**config.mk**
```make
export PLATFORM = sky130hd
export DESIGN_NAME = ref_gate16
export DESIGN_NICKNAME = d
export VERILOG_FILES = /design/src/rtl/gate_vector_checker_pkg.sv /design/src/rtl/gate_vector_checker_ref_gate16.sv
export SDC_FILE = /design/constraint.sdc
export NUM_CORES = 1
export LEC_CHECK = 0
export ABC_AREA = 1
export CAP_MARGIN = 5
export CELL_PAD_IN_SITES_DETAIL_PLACEMENT = 1
export CELL_PAD_IN_SITES_GLOBAL_PLACEMENT = 1
export CORE_ASPECT_RATIO = 0.7
export CORE_MARGIN = 2
export CORE_UTILIZATION = 29
export DETAILED_ROUTE_END_ITERATION = 7
export PLACE_DENSITY = 0.95
export SYNTH_ARGS = -nofsm -noshare
export SYNTH_HDL_FRONTEND = slang
export SYNTH_SLANG_ARGS = --single-unit
```
**constraint.sdc**
```tcl
create_clock -name vclk -period 1.84
set_clock_uncertainty 0.1 [all_clocks]
set_input_delay 0.46 -clock vclk [all_inputs]
set_output_delay 0.46 -clock vclk [all_outputs]
set_load 0.01 [all_outputs]
```
**src/rtl/gate_vector_checker_pkg.sv**
```systemverilog
// gate_check_pkg
//   Shared encodings for the gate vector checker.
//   op_t    : bitwise operation selected for a run (OR/AND/XOR/NAND)
//   state_t : run-control FSM states
package gate_check_pkg;

    typedef enum logic [1:0] {
        OP_OR   = 2'b00,
        OP_AND  = 2'b01,
        OP_XOR  = 2'b10,
        OP_NAND = 2'b11
    } op_t;

    typedef enum logic [1:0] {
        ST_IDLE  = 2'b00,
        ST_RUN   = 2'b01,
        ST_DRAIN = 2'b10,
        ST_DONE  = 2'b11
    } state_t;

endpackage

```
**src/rtl/gate_vector_checker_ref_gate16.sv**
```systemverilog
// ref_gate16
//   Combinational reference gate: recomputes the expected result of the
//   selected bitwise operation over the full width.
//   op       : in   operation select (op_t)
//   a, b     : in   operands
//   expected : out  op applied bitwise to a and b
module ref_gate16
    import gate_check_pkg::*;
#(
    parameter int WIDTH = 16
) (
    input  op_t              op,
    input  logic [WIDTH-1:0] a,
    input  logic [WIDTH-1:0] b,
    output logic [WIDTH-1:0] expected
);

    always_comb begin
        expected = '0;
        case (op)
            OP_OR:   expected = a | b;
            OP_AND:  expected = a & b;
            OP_XOR:  expected = a ^ b;
            OP_NAND: expected = ~(a & b);
            default: expected = '0;
        endcase
    end

endmodule

```
==> summary.txt <==
Yosys
  – Post-synth design cell area: around 0.0012 mm²
  – Synth Instances: 219
  – Synth warnings: 0
  – Syn nets: approximately 290
  – Synth cell types: 11
  – Post-synthesis sequential area ratio: 0%
  – Mean Syn Cell Area: approximately 5.5 µm²

Cells and area
  – FF+latch count: 0
  – Diodes inserted: 0
  – CLK BUF: 0
  – Commonest non-fill, non-tap cell in the layout: nand2_1
  – Finished Layout Cells: about 340
  – Finished Cell Area: roughly 0.0024 mm²
  – Area of the multi-input gates: approximately 0.0014 mm²
  – Share of cells above drive strength 1: between 60 and 70%
  – Sequential cell area: 0 µm²
  – Fillers: about 520
  – Final #Nets: approximately 350
  – Commonest cells after routing, fill and taps aside: nand2_1, buf_6, nand2_2
  – Synthesis-to-layout area growth: 102.0%

Die
  – Starting Density: 30.34%
  – Std-Cell Rows: 19
  – Die H: approximately 58 µm
  – I/O pin count: 50
  – DIE WIDTH: 80.80 µm
  – Core ar.: slightly below 0.004 mm²
  – DIE AREA: between 0.004 and 0.005 mm²

Detailed routing
  – Initial detailed-routing violation count: 15
  – # DRC: 0
  – Vias per cell: roughly 4.6
  – Antenna viol nets, final: 0
  – Via count: 1553
  – Drt pass-1 iters: 4
  – Routed len/inst: 14.22 µm
  – Routed wire length: 4808 µm

Setup path
  – WS Path Type: primary input to primary output
  – Setup crit start kind: primary input
  – CP Data Required Time: between 1000 and 1500 ps
  – Arr. time, crit path: 1290 ps
  – Crit-path max FO: 2
  – Crit. End Element: primary output

Outcome
  – Status: finished, violations left
  – Violated checks: setup timing

Job
  – Max Cap Viol: 0

Placed design
  – Setup Slack @ Placement: -925.4 ps
  – Placed insts: between 300 and 400
  – Dpl cell area: approximately 0.0019 mm²
  – Hpwl dp: 3150 µm
  – Gp weighted congestion: ~0.68
  – IO Port Bufs: 50

Power and ir drop
  – Comb pwr share: between 90% and 100%
  – Part of the power in the clock network: 0%
  – Pint: 302.0 µW
  – LEAKAGE: 1.220 nW
  – Worst IR drop on VDD: 0.1189 mV
  – Switching Share: a little under half
  – Sw power: between 200 and 300 µW
  – P per Cell Area: around 240 mW/mm²
  – Sequential share of power: 0%

STA
  – Crit share post-route: 100.3%
  – WHS: approximately 1300 ps
  – Final worst slack: -5.821 ps
  – RSZ-0062 raised after global routing: true
  – Fin. Hold Viols: 0
  – Max-Slew Margin vs Limit: approximately nine tenths
  – Final count of pins violating max slew: 0
  – Least-Margin Pin Slew: 122.6 ps
  – Tmin final: roughly 1800 ps
  – Fmax: approximately 0.54 GHz
  – Setup violators final: 3

Global route
  – Gr ovfl total: 0
  – Initial antenna violation count: 0
  – Total GRT Usage: about a fifth
  – Largest net degree at the start of global routing: 20
  – Vias in the first global route: ~1700
  – First-pass GRT wire length: slightly above 7000 µm

Worst hold path
  – HP Class: primary input to primary output
==> synthesized netlist by cell type <==
cell type / number / area, µm²
nor2_4: 1 / 11.26
or2_2: 16 / 100.1
buf_2: 4 / 20.02
buf_6: 2 / 22.52
inv_2: 1 / 3.750
nand2_1: 96 / 360.4
inv_1: 48 / 180.2
clkbuf_1: 1 / 3.750
ha_1: 32 / 400.4
buf_4: 2 / 15.01
nand3_1: 16 / 80.08
==> cell families (layout without fill, tap and decap cells) <==
logic type | count (synthesis) | after routing | share of synthesized area [%]
simple gates | 129 | 129 | 46.08
buf+inv | 58 | 125 | 20.48
fa+ha+maj | 32 | 32 | 33.44
==> power by group through the flow <==
stage	sequential [mW]	combinational [mW]	clock (mW)
after global routing	0	0.623	0
after floorplan	0	0.190	0
final	0	0.570	0
after detailed placement	0	0.423	0
after global placement	0	0.401	0
after CTS	0	0.487	0
==> timing repair <==
| item | in CTS | in global routing |
|---|---|---|
| pin swaps | 58 | 33 |
| cloned | 2 | 0 |
| setup buffers | 1 | 0 |
| setup endpoints to repair | 16 | 16 |
| gates resized for setup | 321 | 71 |
| hold buffers | 0 | 0 |
==> final cells by class <==
| cell class | count | share of cell area [%] |
|---|---|---|
| timing repair buffer | 76 | 30.99 |
| inverter | 49 | 9.778 |
| tap | 52 | 2.690 |
| multi-input combinational | 161 | 56.54 |
==> per-layer routing <==
layer | up-vias | routed length (µm) | GRT usage, %
li1 | 766 | - | -
met1 | 739 | 1760 | 20.09
met2 | 40 | 2832 | 42.38
met3 | 8 | 152 | 0.6231
met4 | 0 | 63 | 1.211
met5 | - | 0 | 0
==> final timing paths <==
check                 start            to  cells past startpoint
worst min-delay path  a[14]  expected[14]                      7
worst max-delay path   a[3]   expected[3]                      7
==> critical path: stages <==
cell and delay (ps):
buf_8 100, inv_4 60, ha_4 190, or2_4 220, nand2_2 70, nand2_2 60, buf_6 120
==> stage by stage <==
| step | total power, mW | utilization, % | TNS (ps) |
|---|---|---|---|
| after floorplan | 0.1903 | - | 0 |
| after global placement | 0.4012 | 47.50 | -13420 |
| after detailed placement | 0.4232 | 47.50 | -13900 |
| after CTS | 0.4868 | 54.12 | -23.31 |
| after global routing | 0.6228 | 61.29 | -282.7 |
| final | 0.5701 | 61.29 | -13.48 |
(Power assumes the default switching activity.)
